<file path="src/rtl/rand_lfsr_gen_pkg.sv">
// Shared definitions for the LFSR random source: FSM encoding and the single-step
// Fibonacci next-state function used by the unrolled stepper.
package rand_lfsr_gen_pkg;

    typedef enum logic {
        ST_RUN     = 1'b0,
        ST_RECOVER = 1'b1
    } fsm_state_e;

    localparam int unsigned LFSR_MAX_W = 32;

    // Caller zero-extends the state, so the top bit lands at position width-1.
    function automatic logic [31:0] lfsr_step(input logic [31:0] state,
                                              input logic [31:0] taps,
                                              input int unsigned width);
        logic fb;
        fb = ^(state & taps);
        return (state >> 1) | ({31'd0, fb} << (width - 32'd1));
    endfunction

endpackage

</file>
<file path="src/rtl/rand_lfsr_gen_step_unroll.sv">
// Pure combinational STEPS-fold LFSR next-state, built by repeating the single step.
module lfsr_step_unroll
    import rand_lfsr_gen_pkg::*;
#(
    parameter int              WIDTH = 8,
    parameter logic [WIDTH-1:0] TAPS  = 8'h1D,
    parameter int              STEPS = 1
) (
    input  logic [WIDTH-1:0] state_i,
    output logic [WIDTH-1:0] state_o
);

    logic [31:0] acc_s;
    logic        unused_acc_s;

    // Apply the single-step function STEPS times on a zero-extended copy.
    always_comb begin
        acc_s = 32'(state_i);
        for (int i = 0; i < STEPS; i++) begin
            acc_s = lfsr_step(acc_s, 32'(TAPS), LFSR_MAX_W'(WIDTH));
        end
    end

    assign state_o      = acc_s[WIDTH-1:0];
    assign unused_acc_s = ^acc_s;

endmodule

</file>
<file path="src/rtl/rand_lfsr_gen.sv">
// Fibonacci LFSR random source with seed load, valid/ready output, zero-state
// lockup recovery and a period-wrap pulse.
module rand_lfsr_gen
    import rand_lfsr_gen_pkg::*;
#(
    parameter int               WIDTH = 8,
    parameter logic [WIDTH-1:0] TAPS  = 8'h1D,
    parameter logic [WIDTH-1:0] SEED  = 8'h01,
    parameter int               STEPS = 1,
    parameter int               OUT_W = 2
) (
    input  logic             clk_i,
    input  logic             rst_i,
    input  logic             load_i,
    input  logic [WIDTH-1:0] seed_in_i,
    input  logic             out_ready_i,
    output logic             out_valid_o,
    output logic [OUT_W-1:0] out_data_o,
    output logic             wrap_o,
    output logic             lockup_o
);

    if (WIDTH < 3 || WIDTH > 32 || SEED == '0 || STEPS < 1 || STEPS > WIDTH ||
        OUT_W < 1 || OUT_W > WIDTH) begin : g_param_check
        $error("rand_lfsr_gen: illegal parameter combination");
    end

    logic [WIDTH-1:0] state_q;
    logic [WIDTH-1:0] state_d;
    logic [WIDTH-1:0] step_s;
    fsm_state_e       fsm_q;
    logic             out_valid_q;
    logic             wrap_q;
    logic             lockup_q;
    logic             fire_s;
    logic             seed_zero_s;
    logic             state_zero_s;

    lfsr_step_unroll #(
        .WIDTH (WIDTH),
        .TAPS  (TAPS),
        .STEPS (STEPS)
    ) u_step (
        .state_i (state_q),
        .state_o (step_s)
    );

    assign fire_s       = out_valid_q & out_ready_i;
    assign seed_zero_s  = (seed_in_i == '0);
    assign state_zero_s = (state_q == '0);

    // Next LFSR state; a load wins over a same-cycle fire, RECOVER reseeds.
    always_comb begin
        state_d = state_q;
        case (fsm_q)
            ST_RUN: begin
                if (load_i) begin
                    state_d = seed_in_i;
                end else if (!state_zero_s && fire_s) begin
                    state_d = step_s;
                end else begin
                    state_d = state_q;
                end
            end
            ST_RECOVER: begin
                if (load_i && !seed_zero_s) begin
                    state_d = seed_in_i;
                end else begin
                    state_d = SEED;
                end
            end
            default: state_d = SEED;
        endcase
    end

    // State register: plain D flop, no enable, synchronous reset to SEED.
    always_ff @(posedge clk_i) begin
        if (rst_i) begin
            state_q <= SEED;
        end else begin
            state_q <= state_d;
        end
    end

    // Control FSM with registered handshake and status pulses.
    always_ff @(posedge clk_i) begin
        if (rst_i) begin
            fsm_q       <= ST_RUN;
            out_valid_q <= 1'b1;
            wrap_q      <= 1'b0;
            lockup_q    <= 1'b0;
        end else begin
            case (fsm_q)
                ST_RUN: begin
                    if (load_i && seed_zero_s) begin
                        fsm_q       <= ST_RECOVER;
                        out_valid_q <= 1'b0;
                        wrap_q      <= 1'b0;
                        lockup_q    <= 1'b1;
                    end else if (load_i) begin
                        fsm_q       <= ST_RUN;
                        out_valid_q <= 1'b1;
                        wrap_q      <= 1'b0;
                        lockup_q    <= 1'b0;
                    end else if (state_zero_s) begin
                        fsm_q       <= ST_RECOVER;
                        out_valid_q <= 1'b0;
                        wrap_q      <= 1'b0;
                        lockup_q    <= 1'b1;
                    end else begin
                        fsm_q       <= ST_RUN;
                        out_valid_q <= 1'b1;
                        wrap_q      <= fire_s && (step_s == SEED);
                        lockup_q    <= 1'b0;
                    end
                end
                ST_RECOVER: begin
                    wrap_q <= 1'b0;
                    if (load_i && seed_zero_s) begin
                        fsm_q       <= ST_RECOVER;
                        out_valid_q <= 1'b0;
                        lockup_q    <= 1'b1;
                    end else begin
                        fsm_q       <= ST_RUN;
                        out_valid_q <= 1'b1;
                        lockup_q    <= 1'b0;
                    end
                end
                default: begin
                    fsm_q       <= ST_RUN;
                    out_valid_q <= 1'b1;
                    wrap_q      <= 1'b0;
                    lockup_q    <= 1'b0;
                end
            endcase
        end
    end

    assign out_valid_o = out_valid_q;
    assign out_data_o  = state_q[OUT_W-1:0];
    assign wrap_o      = wrap_q;
    assign lockup_o    = lockup_q;

endmodule

</file>
<file path="config.mk">
export PLATFORM = sky130hd
export DESIGN_NAME = rand_lfsr_gen
export DESIGN_NICKNAME = d
export VERILOG_FILES = /design/src/rtl/rand_lfsr_gen_pkg.sv /design/src/rtl/rand_lfsr_gen_step_unroll.sv /design/src/rtl/rand_lfsr_gen.sv
export SDC_FILE = /design/constraint.sdc
export NUM_CORES = 1
export LEC_CHECK = 0
export ABC_CLOCK_PERIOD_IN_PS = 3700
export BUFFER_PORTS_ARGS = -buffer_cell sky130_fd_sc_hd__buf_4
export CAP_MARGIN = 20
export CORE_MARGIN = 3
export CORE_UTILIZATION = 50
export DETAILED_ROUTE_END_ITERATION = 10
export PLACE_DENSITY = 0.76
export SYNTH_ARGS = -nofsm -noshare
export SYNTH_HDL_FRONTEND = slang
export SYNTH_SLANG_ARGS = --single-unit
</file>
<file path="constraint.sdc">
create_clock -name clk_i -period 3.7 [get_ports clk_i]
set_input_delay 0.74 -clock clk_i [delete_from_list [all_inputs] [get_ports clk_i]]
set_output_delay 0.74 -clock clk_i [all_outputs]
set_load 0.02 [all_outputs]
</file>
==> metrics.yaml, run 1 <==
slowest_delay_ns: 0.59
start_util_pct: 57.4
path_cells: "buf_4"
finalCriticalPeriod_ns: 1.82
worstPathRequired_ns: 2.96
wl_per_cell_um: 14.5
switching_share_pct: 30.1
portBuffers: 16
io_pins: 17
place_area_um2: 757
wl_mm: 1.41
yosysWarnings: 0
multi_input_area_um2: 373
hp-start: "state_q[7]$_SDFFE_PP0P_"
setup_viol: 0
crit_path_end_kind: "primary output"
cap_violations: 0
worst_pin_slew_ns: 0.433
grt_antenna_before_repair: 0
layout_setup_ws_ns: 1.88
worstSetupStartpoint: "lockup_o$_SDFF_PP0_"
rows: 12
setup_tns_ns: 0
viasPerCell: 5.91
grt_use_total_pct: 17.0
numCtsBuffers: 3
rsz0062_at_grt: "no"
cp_slowest_cell: "dfxtp_1"
syn-cell-area_um2: 681
drt_iter0_drc: 17
grt_pass1_wl_mm: 2.33
cp_max_fo: 11
p_int_uw: 207
gr-total-overflow: 0
drive_above_1_share_pct: 37.3
clk_pin_slew_ns: 0.06
switchingPower_uw: 89.0
core_area_um2: 1190
synth_cell_types: 29
cts-root-buf: "clkbuf_4"
r2r_start: "state_q[2]$_SDFFE_PP0P_"
regArea_um2: 220
total_power_uw: 296
p_leak_uw: 0.000289
htree_levels: 1
layout_commonest_cell: "buf_4"
power_density_nw_per_um2: 377
first_pass_iters: 4
fin_nets: 97
ctsHoldBuffers: 0
ir_worst_vdd_mv: 0.220
seq_area_frac_synth_pct: 32.4
slew_violations: 0
insertion_delay_ns: 0.27
seqPwrFrac_pct: 45.7
fin_skew_ns: 0.00159
final_cell_mix: "buf_4, dfxtp_1, inv_1, nor3_1"
synth_cells: 70
vias: 573
critPathTopFamily: "flip-flops"
final_area_um2: 783
crit_type: "reg2out"
status: "complete, no violations"
slew_headroom_pct: 71.1
ant_nets: 0
routabilityCongestion: 0.835
die_h_um: 42.9
syn2layout_area_growth_pct: 15.1
cts_setup_buffers: 0
fillCellCount: 98
worstSetupStartpointType: "flop"
remaining_drc_errors: 0
cts_tree: "done"
clockPowerShare_pct: 27.4
dpl.hpwl_mm: 1.08
worst-path-buf-inv: 1
arrival_ns: 1.08
detailedPlace.worstSlack_ns: 1.79
hold_class: "reg2reg"
n_antenna_cell: 0
grt_max_degree: 20
power_frac_comb_pct: 26.9
syn_area_per_cell_um2: 9.72
first_global_vias: 530
synth_fp_nets: 83
cts.sinks: 11
dieArea_um2: 1840
hold_viol_final: 0
die_x_um: 42.9
timing.fmax_ghz: 0.549
fin_crit_sh_pct: 49.2
cts-resized-gates: 0
synth_seq_cells: 11
clock_path_buffers: 2
[through the flow]
stage          util, %  hold slack (ns)  std cells
6_report          66.0            0.515         97
3_3_place_gp      63.8            0.504         93
2_1_floorplan        -            0.484         70
5_1_grt           66.0            0.549         97
3_5_place_dp      63.8            0.504         93
4_1_cts           66.0            0.519         97
[logic make-up (layout without fill, tap and decap cells)]
kind of cell / after synthesis / in the layout / synth area share (%)
xor gates and xnor gates: 2 / 2 / 2.57
buffers and inverters: 14 / 27 / 12.9
adders and majority gates: 1 / 1 / 1.84
DFF: 11 / 11 / 32.4
and+or+nand+nor: 20 / 20 / 19.7
AOI/OAI and AO/OA: 22 / 22 / 30.7
[area by class of cell]
type / instances / share of cell area (%)
Multi-Input combinational cell: 45 / 47.6
Sequential cell: 11 / 28.1
Timing Repair Buffer: 16 / 15.3
Clock buffer: 4 / 3.35
Inverter: 7 / 3.35
Tap cell: 14 / 2.24
[power by group through the flow]
stage	Combinational (uW)	Sequential (uW)	Clock, uW
after global routing	87.3	136	88.1
after detailed placement	79.4	138	0
after floorplan	64.2	136	0
after CTS	79.9	135	84.2
after global placement	79.2	138	0
final	79.5	135	81.0
[state kept, by name (all words and copies together) (netlist names)]
register and count:
wrap_o 1, lockup_o 1, state_q 8, out_valid_o 1
[metal layers]
metal	vias to the layer above	GRT usage [%]	wire, um
met5	-	0	0
met3	4	7.63	86
met1	265	20.9	623
met4	0	5.59	18
li1	291	-	-
met2	13	26.0	677
[Yosys cell counts]
| master | instances | area [um2] |
|---|---|---|
| dfxtp_1 | 11 | 220 |
| inv_1 | 7 | 26.3 |
| nor3_1 | 7 | 35.0 |
| a211oi_2 | 6 | 75.1 |
| a221oi_1 | 6 | 52.6 |
| buf_4 | 4 | 30.0 |
| a21oi_1 | 3 | 15.0 |
| nand2_1 | 3 | 11.3 |
| or4_1 | 2 | 15.0 |
| xnor2_1 | 2 | 17.5 |
| a211o_1 | 1 | 8.76 |
| a211oi_1 | 1 | 7.51 |
| a21o_1 | 1 | 7.51 |
| a21oi_2 | 1 | 8.76 |
| a311oi_1 | 1 | 8.76 |
| a31o_4 | 1 | 17.5 |
| and2_4 | 1 | 8.76 |
| and4_1 | 1 | 8.76 |
| buf_2 | 1 | 5.00 |
| buf_6 | 1 | 11.3 |
| buf_8 | 1 | 15.0 |
| ha_1 | 1 | 12.5 |
| nand4_1 | 1 | 6.26 |
| nor2_1 | 1 | 3.75 |
| nor2_2 | 1 | 6.26 |
| nor2_4 | 1 | 11.3 |
| nor4_1 | 1 | 6.26 |
| nor4_4 | 1 | 21.3 |
| o211ai_1 | 1 | 7.51 |
[path summary, 6_finish.rpt]
kind / end / slack [ns] / cells after the start
setup / recovery: lockup_o / 1.88 / 1
hold / removal: state_q[7]$_SDFFE_PP0P_ / 0.51 / 2
setup reg to reg: state_q[7]$_SDFFE_PP0P_ / 2.22 / 6
hold reg to reg: state_q[7]$_SDFFE_PP0P_ / 0.51 / 2
Power figures use the tool's default switching activity.
==> run 2, diff against run 1 <==
--- a/config.mk
+++ b/config.mk
@@ -5,13 +5,14 @@
 export SDC_FILE = /design/constraint.sdc
 export NUM_CORES = 1
 export LEC_CHECK = 0
-export ABC_CLOCK_PERIOD_IN_PS = 3700
+export ABC_AREA = 1
+export ABC_CLOCK_PERIOD_IN_PS = 1750
 export BUFFER_PORTS_ARGS = -buffer_cell sky130_fd_sc_hd__buf_4
 export CAP_MARGIN = 20
 export CORE_MARGIN = 3
 export CORE_UTILIZATION = 50
 export DETAILED_ROUTE_END_ITERATION = 10
-export PLACE_DENSITY = 0.76
+export PLACE_DENSITY = 0.75
 export SYNTH_ARGS = -nofsm -noshare
 export SYNTH_HDL_FRONTEND = slang
 export SYNTH_SLANG_ARGS = --single-unit
==> constraint.sdc (replaced) <==
create_clock -name clk_i -period 1.75 [get_ports clk_i]
set_input_delay 0.35 -clock clk_i [delete_from_list [all_inputs] [get_ports clk_i]]
set_output_delay 0.35 -clock clk_i [all_outputs]
set_load 0.02 [all_outputs]
==> run 2 against run 1 <==
Compared with the run above:
- wire length is 11% higher
- global-route usage grew 1.7 points
- flip-flop and latch count unchanged
- non-clock buffer count up 1
- via count rose by 23%
- final area up 6.1%
- total power increased by 110%
- hold slack got worse by 0.26 ns
- highest routed layer unchanged
==> metrics.yaml, run 2 <==
whs_ns: 0.253
worstPathRequired_ns: 1.40
ctsHoldBuffers: 0
largest_register_ffs: 8
yosysWarnings: 0
dieArea_um2: 1880
crit_type: "reg2out"
critPathTopFamily: "flip-flops"
hold_viol_final: 0
async_flop_share_pct: 0
ir_worst_vdd_mv: 0.515
slew_violations: 0
routabilityCongestion: 0.782
synth-edff-count: 0
status: "complete, no violations"
power_frac_comb_pct: 25.9
worst_pin_slew_ns: 0.360
grt_pass1_wl_mm: 2.66
clk_pin_slew_ns: 0.08
remaining_drc_errors: 0
drive_above_1_share_pct: 23.6
htree_levels: 1
gr-total-overflow: 0
cap_violations: 0
ys.flop_type: "dfxtp_1"
dpl.hpwl_mm: 1.22
fin_skew_ns: 0.00638
synthTopCellsByArea: "dfxtp_1, nand2_1, nand3_1"
cts-root-buf: "clkbuf_4"
crit_path_end_kind: "primary output"
cts-resized-gates: 0
seqPwrFrac_pct: 45.0
numCtsBuffers: 3
final_cell_mix: "nand2_1, buf_4, nor2_1"
switching_share_pct: 32.8
finalCriticalPeriod_ns: 1.38
worst-path-buf-inv: 1
grt_antenna_before_repair: 0
ant_nets: 0
regMostFlops: "state_q"
portBuffers: 16
drt_iter0_drc: 15
start_util_pct: 58.1
power_density_nw_per_um2: 761
clockPowerShare_pct: 29.1
synth_common_cells: "nand2_1, nor2_1, inv_1, nand3_1, dfxtp_1"
synth_cells: 107
viasPerCell: 5.13
syn_area_per_cell_um2: 6.52
cts_setup_buffers: 0
synth_top_area_share_pct: 31.5
final_area_um2: 831
synth_fp_nets: 120
die_x_um: 43.4
place_area_um2: 805
synth.largest_area_cell: "dfxtp_1"
cp_max_fo: 9
yosysMostFrequentCell: "nand2_1"
rsz0062_at_grt: "no"
slowest_delay_ns: 0.54
hold_class: "in2reg"
cts.sinks: 11
post-route-util_pct: 69.2
first_pass_iters: 4
cp_slowest_cell: "dfxtp_1"
slew_headroom_pct: 76.0
path_cells: "buf_4"
wl_mm: 1.55
synth_cell_types: 22
core_area_um2: 1200
wl_per_cell_um: 11.3
total_power_uw: 632
setup_viol: 0
syn2layout_area_growth_pct: 19.0
timing.fmax_ghz: 0.726
setup_tns_ns: 0
p_int_uw: 425
grt_max_degree: 15
n_antenna_cell: 0
worstSetupStartpointType: "flop"
layout_commonest_cell: "nand2_1"
arrival_ns: 1.03
syn-cell-area_um2: 698
die_h_um: 43.4
switchingPower_uw: 207
first_global_vias: 627
vias: 703
rows: 12
grt_use_total_pct: 18.6
io_pins: 17
cts_tree: "done"
seq_area_frac_synth_pct: 31.5
synth_seq_cells: 11
clock_path_buffers: 2
p_leak_uw: 0.000423
insertion_delay_ns: 0.28
fin_nets: 137
fin_crit_sh_pct: 78.7
==> run 2: cell count changes in the layout (fill, tap and decap cells not counted), moves of 4 or more <==
cell      delta
o31ai_1      +4
nand3_1     +12
nor2_1      +13
a211oi_2     -6
inv_1        +6
a221oi_1     -6
nand2_1     +25
nor3_1       -6
==> run 2: final timing paths <==
check	slack (ns)	cells past startpoint	end	from
max	0.37	1	lockup_o	lockup_o$_SDFF_PP0_
min	0.25	2	state_q[4]$_SDFFE_PP0P_	rst_i
max reg2reg	0.41	10	state_q[7]$_SDFFE_PP0P_	state_q[2]$_SDFFE_PP0P_
min reg2reg	0.48	2	state_q[3]$_SDFFE_PP0P_	state_q[3]$_SDFFE_PP0P_
==> run 2: per-layer routing <==
layer  track usage, %  vias to the layer above  routed length, um
met3             3.73                        5                101
met2             26.3                       22                657
li1                 -                      373                  -
met4             7.23                        0                 29
met5                0                        -                  0
met1             27.7                      303                765
==> run 2: power by group through the flow <==
stage / clock [uW] / combinational [uW] / sequential, uW
floorplan: 0 / 120 / 287
global placement: 0 / 163 / 290
detailed placement: 0 / 163 / 290
CTS: 185 / 164 / 284
global route: 190 / 186 / 287
finish: 184 / 163 / 284
==> run 2: cells by family after synthesis <==
logic type / Yosys count / share of synthesized area [%]
DFF: 11 / 31.5
adders and majority gates: 1 / 1.79
AOI/OAI and AO/OA: 11 / 10.0
and+or+nand+nor: 64 / 42.8
buffers and inverters: 20 / 13.8
==> run 2: final cells by class <==
type | instances | area [um2]
Timing Repair Buffer | 17 | 128
Inverter | 15 | 57.6
Clock buffer | 4 | 26.3
Tap cell | 14 | 17.5
Sequential cell | 11 | 220
Fill cell | 121 | 370
Multi-Input combinational cell | 76 | 382
==> run 2: metrics by stage <==
step / instances / worst slack [ns]
global placement: 133 / 0.415
detailed placement: 133 / 0.424
global route: 137 / 0.227
CTS: 137 / 0.376
finish: 137 / 0.372
floorplan: 107 / 0.515
